==> config.mk <==
export PLATFORM = sky130hd
export DESIGN_NAME = arm_run_monitor
export DESIGN_NICKNAME = d
export VERILOG_FILES = /design/src/rtl/arm_mon_pkg.sv /design/src/rtl/bin2bcd_seq.sv /design/src/rtl/display7.sv /design/src/rtl/arm_run_monitor.sv
export SDC_FILE = /design/constraint.sdc
export NUM_CORES = 1
export LEC_CHECK = 0
export BUFFER_PORTS_ARGS = -buffer_cell sky130_fd_sc_hd__buf_2
export CAP_MARGIN = 20
export CORE_MARGIN = 2
export CORE_UTILIZATION = 55
export CTS_CLUSTER_DIAMETER = 40
export DETAILED_ROUTE_END_ITERATION = 10
export HOLD_SLACK_MARGIN = 0.12
export PLACE_DENSITY = 0.8
export SKIP_CTS_REPAIR_TIMING = 1
export SKIP_LAST_GASP = 1
export SLEW_MARGIN = 20
export SYNTH_ARGS = -nofsm -noshare
export SYNTH_HDL_FRONTEND = slang
export SYNTH_SLANG_ARGS = --single-unit
==> constraint.sdc <==
create_clock -name clk_50Mhz -period 7.4 [get_ports clk_50Mhz]
set_clock_uncertainty 0.2 [all_clocks]
set_input_delay 0.37 -clock clk_50Mhz [delete_from_list [all_inputs] [get_ports clk_50Mhz]]
set_output_delay 0.37 -clock clk_50Mhz [all_outputs]
set_load 0.01 [all_outputs]
==> src/rtl/arm_mon_pkg.sv <==
// Shared types and constants for the ARM run monitor: run-state encoding and 7-seg glyphs.
package arm_mon_pkg;

  typedef enum logic [1:0] {
    RUN  = 2'd0,
    PASS = 2'd1,
    FAIL = 2'd2
  } run_state_t;

  // Active-low gfedcba glyphs for decimal digits, indexed by digit value.
  localparam logic [9:0][6:0] SEG_TABLE = {
    7'h10, 7'h00, 7'h78, 7'h02, 7'h12, 7'h19, 7'h30, 7'h24, 7'h79, 7'h40
  };

  localparam logic [6:0] SEG_BLANK = 7'h7F;

endpackage

==> src/rtl/bin2bcd_seq.sv <==
// Sequential shift-add-3 binary-to-BCD converter, one bit per cycle. Only the low
// NUM_DIGITS decimal digits are kept, so the result is bin mod 10^NUM_DIGITS.
module bin2bcd_seq #(
  parameter int DATA_W     = 32,
  parameter int NUM_DIGITS = 3
) (
  input  logic                    clk,
  input  logic                    rst,
  input  logic                    start,
  input  logic [DATA_W-1:0]       bin,
  output logic                    busy,
  output logic                    done,
  output logic [4*NUM_DIGITS-1:0] bcd
);

  localparam int CW = $clog2(DATA_W + 1);

  logic [DATA_W-1:0]       sh;
  logic [4*NUM_DIGITS-1:0] acc;
  logic [4*NUM_DIGITS-1:0] adj;
  logic [4*NUM_DIGITS-1:0] acc_next;
  logic [CW-1:0]           cnt;

  always_comb begin
    adj = acc;
    for (int i = 0; i < NUM_DIGITS; i++) begin
      if (acc[4*i +: 4] > 4'd4) adj[4*i +: 4] = acc[4*i +: 4] + 4'd3;
    end
    acc_next = {adj[4*NUM_DIGITS-2:0], sh[DATA_W-1]};
  end

  always_ff @(posedge clk or posedge rst) begin
    if (rst) begin
      sh   <= '0;
      acc  <= '0;
      cnt  <= '0;
      busy <= 1'b0;
      done <= 1'b0;
      bcd  <= '0;
    end else begin
      done <= 1'b0;
      if (start && !busy) begin
        sh   <= bin;
        acc  <= '0;
        cnt  <= CW'(DATA_W);
        busy <= 1'b1;
      end else if (busy) begin
        acc <= acc_next;
        sh  <= {sh[DATA_W-2:0], 1'b0};
        cnt <= cnt - CW'(1);
        if (cnt == CW'(1)) begin
          busy <= 1'b0;
          done <= 1'b1;
          bcd  <= acc_next;
        end
      end
    end
  end

endmodule

==> src/rtl/display7.sv <==
// Single-digit BCD to active-low 7-segment decoder; non-decimal codes blank the digit.
module display7
  import arm_mon_pkg::*;
(
  input  logic [3:0] digit,
  output logic [6:0] seg
);

  always_comb begin
    seg = SEG_BLANK;
    if (digit <= 4'd9) seg = SEG_TABLE[digit];
  end

endmodule

==> src/rtl/arm_run_monitor.sv <==
// Run control for the single-cycle ARM core: stalls it via clock enable on PC overrun, budget
// expiry or pass signature, and shows the last store on 7-seg digits through a BCD converter.
module arm_run_monitor #(
  parameter int DATA_W       = 32,
  parameter int NUM_DIGITS   = 4,
  parameter int PC_LIMIT     = 100,
  parameter int TARGET_ADDR  = 100,
  parameter int TARGET_DATA  = 7,
  parameter int CYCLE_BUDGET = 1024
) (
  input  logic                    clk_50Mhz,
  input  logic                    reset,
  input  logic [DATA_W-1:0]       pc,
  input  logic                    mem_write,
  input  logic [DATA_W-1:0]       data_adr,
  input  logic [DATA_W-1:0]       write_data,
  output logic                    cpu_en,
  output logic                    halted,
  output logic                    led_success,
  output logic                    led_fail,
  output logic                    timeout,
  output logic [7*NUM_DIGITS-1:0] seg
);
  import arm_mon_pkg::*;

  localparam int AD = NUM_DIGITS - 1;
  localparam logic [DATA_W-1:0] PC_LIM      = DATA_W'(PC_LIMIT);
  localparam logic [DATA_W-1:0] TGT_ADR     = DATA_W'(TARGET_ADDR);
  localparam logic [DATA_W-1:0] TGT_DAT     = DATA_W'(TARGET_DATA);
  localparam logic [DATA_W-1:0] BUDGET_LAST = DATA_W'(CYCLE_BUDGET - 1);

  run_state_t        state, state_nxt;
  logic              timeout_nxt;
  logic [DATA_W-1:0] cycle_cnt;
  logic              pass_hit, budget_hit;

  assign pass_hit   = mem_write && (data_adr == TGT_ADR) && (write_data == TGT_DAT);
  assign budget_hit = (CYCLE_BUDGET != 0) && (cycle_cnt == BUDGET_LAST);

  always_comb begin
    state_nxt   = state;
    timeout_nxt = timeout;
    if (state == RUN) begin
      if (pass_hit) begin
        state_nxt = PASS;
      end else if ((pc > PC_LIM) || budget_hit) begin
        state_nxt   = FAIL;
        timeout_nxt = budget_hit;
      end
    end
  end

  always_ff @(posedge clk_50Mhz or posedge reset) begin
    if (reset) begin
      state     <= RUN;
      timeout   <= 1'b0;
      cpu_en    <= 1'b1;
      cycle_cnt <= '0;
    end else begin
      state   <= state_nxt;
      timeout <= timeout_nxt;
      cpu_en  <= (state_nxt == RUN);
      if (state == RUN && cycle_cnt != '1) cycle_cnt <= cycle_cnt + 1'b1;
    end
  end

  assign halted      = (state != RUN);
  assign led_success = (state == PASS);
  assign led_fail    = (state == FAIL);

  // Capture latch: last store wins; the converter reads it live, so a newer
  // store can never be displayed alongside an older store's data digit.
  logic [DATA_W-1:0] cap_adr, cap_dat;
  logic              pending, conv_active, phase;
  logic              start_addr, start_data, conv_start, conv_busy, conv_done;
  logic [DATA_W-1:0] conv_bin;
  logic [4*AD-1:0]   conv_bcd;
  logic [4*AD-1:0]   disp_adr;
  logic [3:0]        disp_dat;

  assign start_addr = pending && !conv_active;
  assign start_data = conv_done && !phase;
  assign conv_start = start_addr || start_data;
  assign conv_bin   = start_data ? cap_dat : cap_adr;

  always_ff @(posedge clk_50Mhz or posedge reset) begin
    if (reset) begin
      cap_adr <= '0;
      cap_dat <= '0;
      pending <= 1'b0;
    end else if (state == RUN && mem_write) begin
      cap_adr <= data_adr;
      cap_dat <= write_data;
      pending <= 1'b1;
    end else if (start_addr) begin
      pending <= 1'b0;
    end
  end

  // Two back-to-back conversions per update: address first, then data.
  always_ff @(posedge clk_50Mhz or posedge reset) begin
    if (reset) begin
      conv_active <= 1'b0;
      phase       <= 1'b0;
      disp_adr    <= '0;
      disp_dat    <= '0;
    end else if (start_addr) begin
      conv_active <= 1'b1;
      phase       <= 1'b0;
    end else if (conv_done) begin
      if (!phase) begin
        phase    <= 1'b1;
        disp_adr <= conv_bcd;
      end else begin
        conv_active <= 1'b0;
        disp_dat    <= conv_bcd[3:0];
      end
    end
  end

  bin2bcd_seq #(
    .DATA_W    (DATA_W),
    .NUM_DIGITS(AD)
  ) u_bcd (
    .clk  (clk_50Mhz),
    .rst  (reset),
    .start(conv_start),
    .bin  (conv_bin),
    .busy (conv_busy),
    .done (conv_done),
    .bcd  (conv_bcd)
  );

  logic [4*NUM_DIGITS-1:0] digits;
  assign digits = {disp_dat, disp_adr};

  for (genvar i = 0; i < NUM_DIGITS; i++) begin : g_dig
    display7 u_d7 (
      .digit(digits[4*i +: 4]),
      .seg  (seg[7*i +: 7])
    );
  end

endmodule

==> results.toml <==
[outcome]
outcome = "complete, no violations"

[detailed_routing]
dr_wl_met3_um = 1030
top_layer = "met4"
ant_nets = 0
wl_met1_um = 9410
wl_met2_um = 10600
vias = 7225
vias_per_cell = 5.57
drc = 0
drt_pre_antenna_iters = 5
drt_iter0_drc = 449
drt-wirelength-per-cell_um = 16.6
route.final.wire_length_um = 21500

[pwr]
p_per_area_nw_per_um2 = 282
total_power_mw = 3.16
p_leak_nw = 5.23
power.ir.vdd_worst_mv = 0.194

[grt]
grt_pass1_wl_um = 32300
antenna_found_initial = 1
grt_pass1_vias = 6645
grtUsageTotal = 0.227
grt_max_degree = 95
gr-total-overflow = 0

[clock_network]
cts_root_buffer = "clkbuf_16"
cts_inserted_buffers = 17
clk_path_buf_depth = 2
cts-htree-levels = 4
cts_sinks = 183
clk_latency_ns = 0.44
path_clk_slew_ns = 0.06
cts_tree = "built"

[cells_and_area]
drive_gt1_frac = 0.246
syn_to_final_growth_pct = 22.7
nets = 1188
n_fill_cell = 1189
final_cell_mix = "181 x dfrtp_1, 131 x buf_2, 103 x nand2_1"
fin_cells = 1296
final_common_cell = "dfrtp_1"

[setup_path]
arrival_ns = 3.19
crit_fanout = 3
crit_type = "in2reg"
crit_start = "data_adr[3]"
crit_path_end_kind = "flop"
r2r-start = "u_bcd.busy"
crit_path_start_kind = "primary input"
cp.required_ns = 7.51

[placed_design]
portBuffers = 131
hpwl_um = 13200
place_inst = 1198
place.gp.congestion = 0.808

[die]
die_w_um = 133
core_area_um2 = 16400
num_io_pins = 132
start_util = 0.555
fp-row-count = 47
dieArea_um2 = 17600
die_h_um = 133

[timing]
period_minus_slack_ns = 3.09
timing.max_slew.rel_slack = 0.376
setup_tns_ns = 0
max_clock_freq_ghz = 0.324
tightest_slew_ns = 0.927
finalCritPeriodShare = 0.417
fin_hold_ws_ns = 0.118
finalHoldViolCount = 0
finalSetupViolCount = 0
slew_viol_final = 0
rsz0062_at_grt = "no"

[logic_synthesis]
synth_edf_count = 0
synth_nets = 1007
async_flop_share = 1.00
ys_seq_area_frac = 0.503
ys.flop_type = "dfrtp_1"
synth_cell_types = 53
syn-instance-count = 881
ys_warn_count = 0
yosys_register_bits = 183
syn_avg_cell_area_um2 = 10.3
netlist_area_um2 = 9110

[worst_hold_path]
worstHoldStart = "pc[18]"
holdCritPathClass = "in2reg"

[run]
drv_cap = 0
[cell families (layout without fill, tap and decap cells)]
kind of cell,Yosys count,after routing,share of synthesized area
AO/OA/AOI/OAI,142,142,0.0971
XOR/XNOR,36,36,0.0346
adder cells (fa/ha/maj),27,27,0.0371
buffers and inverters,73,267,0.0326
flip-flops,183,183,0.503
multiplexers,101,101,0.122
other,0,1,0
AND/OR/NAND/NOR,319,319,0.174
[sequential cells by signal, indices dropped and copies added, names as in the netlist, 2 cells and up]
name,flops
cap_adr,32
u_bcd.acc,12
state,2
u_bcd.cnt,6
u_bcd.sh,32
cap_dat,32
disp_dat,4
u_bcd.bcd,12
cycle_cnt,32
disp_adr,12
[critical path: stages]
cell           delay [ns]
dlygate4sd3_1        0.57
buf_2                0.15
nor4b_1              0.57
nand4_1              0.15
nor4_1               0.79
a311oi_1             0.20
or3b_1               0.39
[Yosys cell counts, types with 2 or more instances]
cell	count	share of area
a211oi_1	23	0.019
a21oi_1	31	0.017
a32oi_1	3	0.0029
and2_1	3	0.0021
and3_1	7	0.0048
and4_1	5	0.0048
buf_1	2	0.00082
buf_2	18	0.0099
clkbuf_1	21	0.0087
dfrtp_1	182	0.50
ha_1	27	0.037
inv_1	31	0.013
mux2_2	81	0.10
mux2i_1	20	0.022
nand2_1	103	0.042
nand2b_1	2	0.0014
nand3_1	13	0.0071
nand4_1	20	0.014
nor2_1	81	0.033
nor2b_1	24	0.016
nor3_1	15	0.0082
nor3b_1	8	0.0066
nor4_1	19	0.013
nor4b_1	8	0.0077
o211ai_1	2	0.0016
o21ai_0	49	0.027
o31ai_1	23	0.019
xnor2_1	20	0.019
xor2_1	16	0.015
[report_power, final]
part	switching (mW)	total [mW]	internal, mW
Combinational	0.522	0.916	0.394
Clock	0.387	0.905	0.517
Sequential	0.153	1.34	1.18
Total	1.06	3.16	2.09
[layer usage]
metal,up-vias,GRT usage
li1,3478,-
met1,3519,0.310
met2,194,0.359
met3,34,0.0471
met4,0,0.0896
met5,-,0
[cell type report]
type	instances	area, um^2	area share
Antenna cell	1	2.50	0.000224
Clock buffer	22	464	0.0415
Clock inverter	10	120	0.0107
Inverter	32	125	0.0112
Multi-Input combinational cell	625	4250	0.380
Sequential cell	183	4580	0.410
Tap cell	220	275	0.0246
Timing Repair Buffer	203	1360	0.122
[worst paths after layout]
check,cells past startpoint,endpoint,slack (ns)
max in group asynchronous,4,u_bcd.sh[10],5.44
worst min register to register,2,u_bcd.bcd[5],0.28
worst max register to register,5,u_bcd.bcd[3],4.43
min in group asynchronous,3,cap_dat[31],0.38
worst min-delay path,6,cpu_en,0.12
worst max-delay path,7,timeout,4.31
[through the flow]
stage	setup slack [ns]	utilization	cell area (um^2)
floorplan	1.86	-	9110
global placement	4.57	0.606	9940
detailed placement	4.49	0.606	9940
CTS	4.43	0.641	10500
global route	4.08	0.681	11200
finish	4.31	0.681	11200
Power figures use the tool's default switching activity.
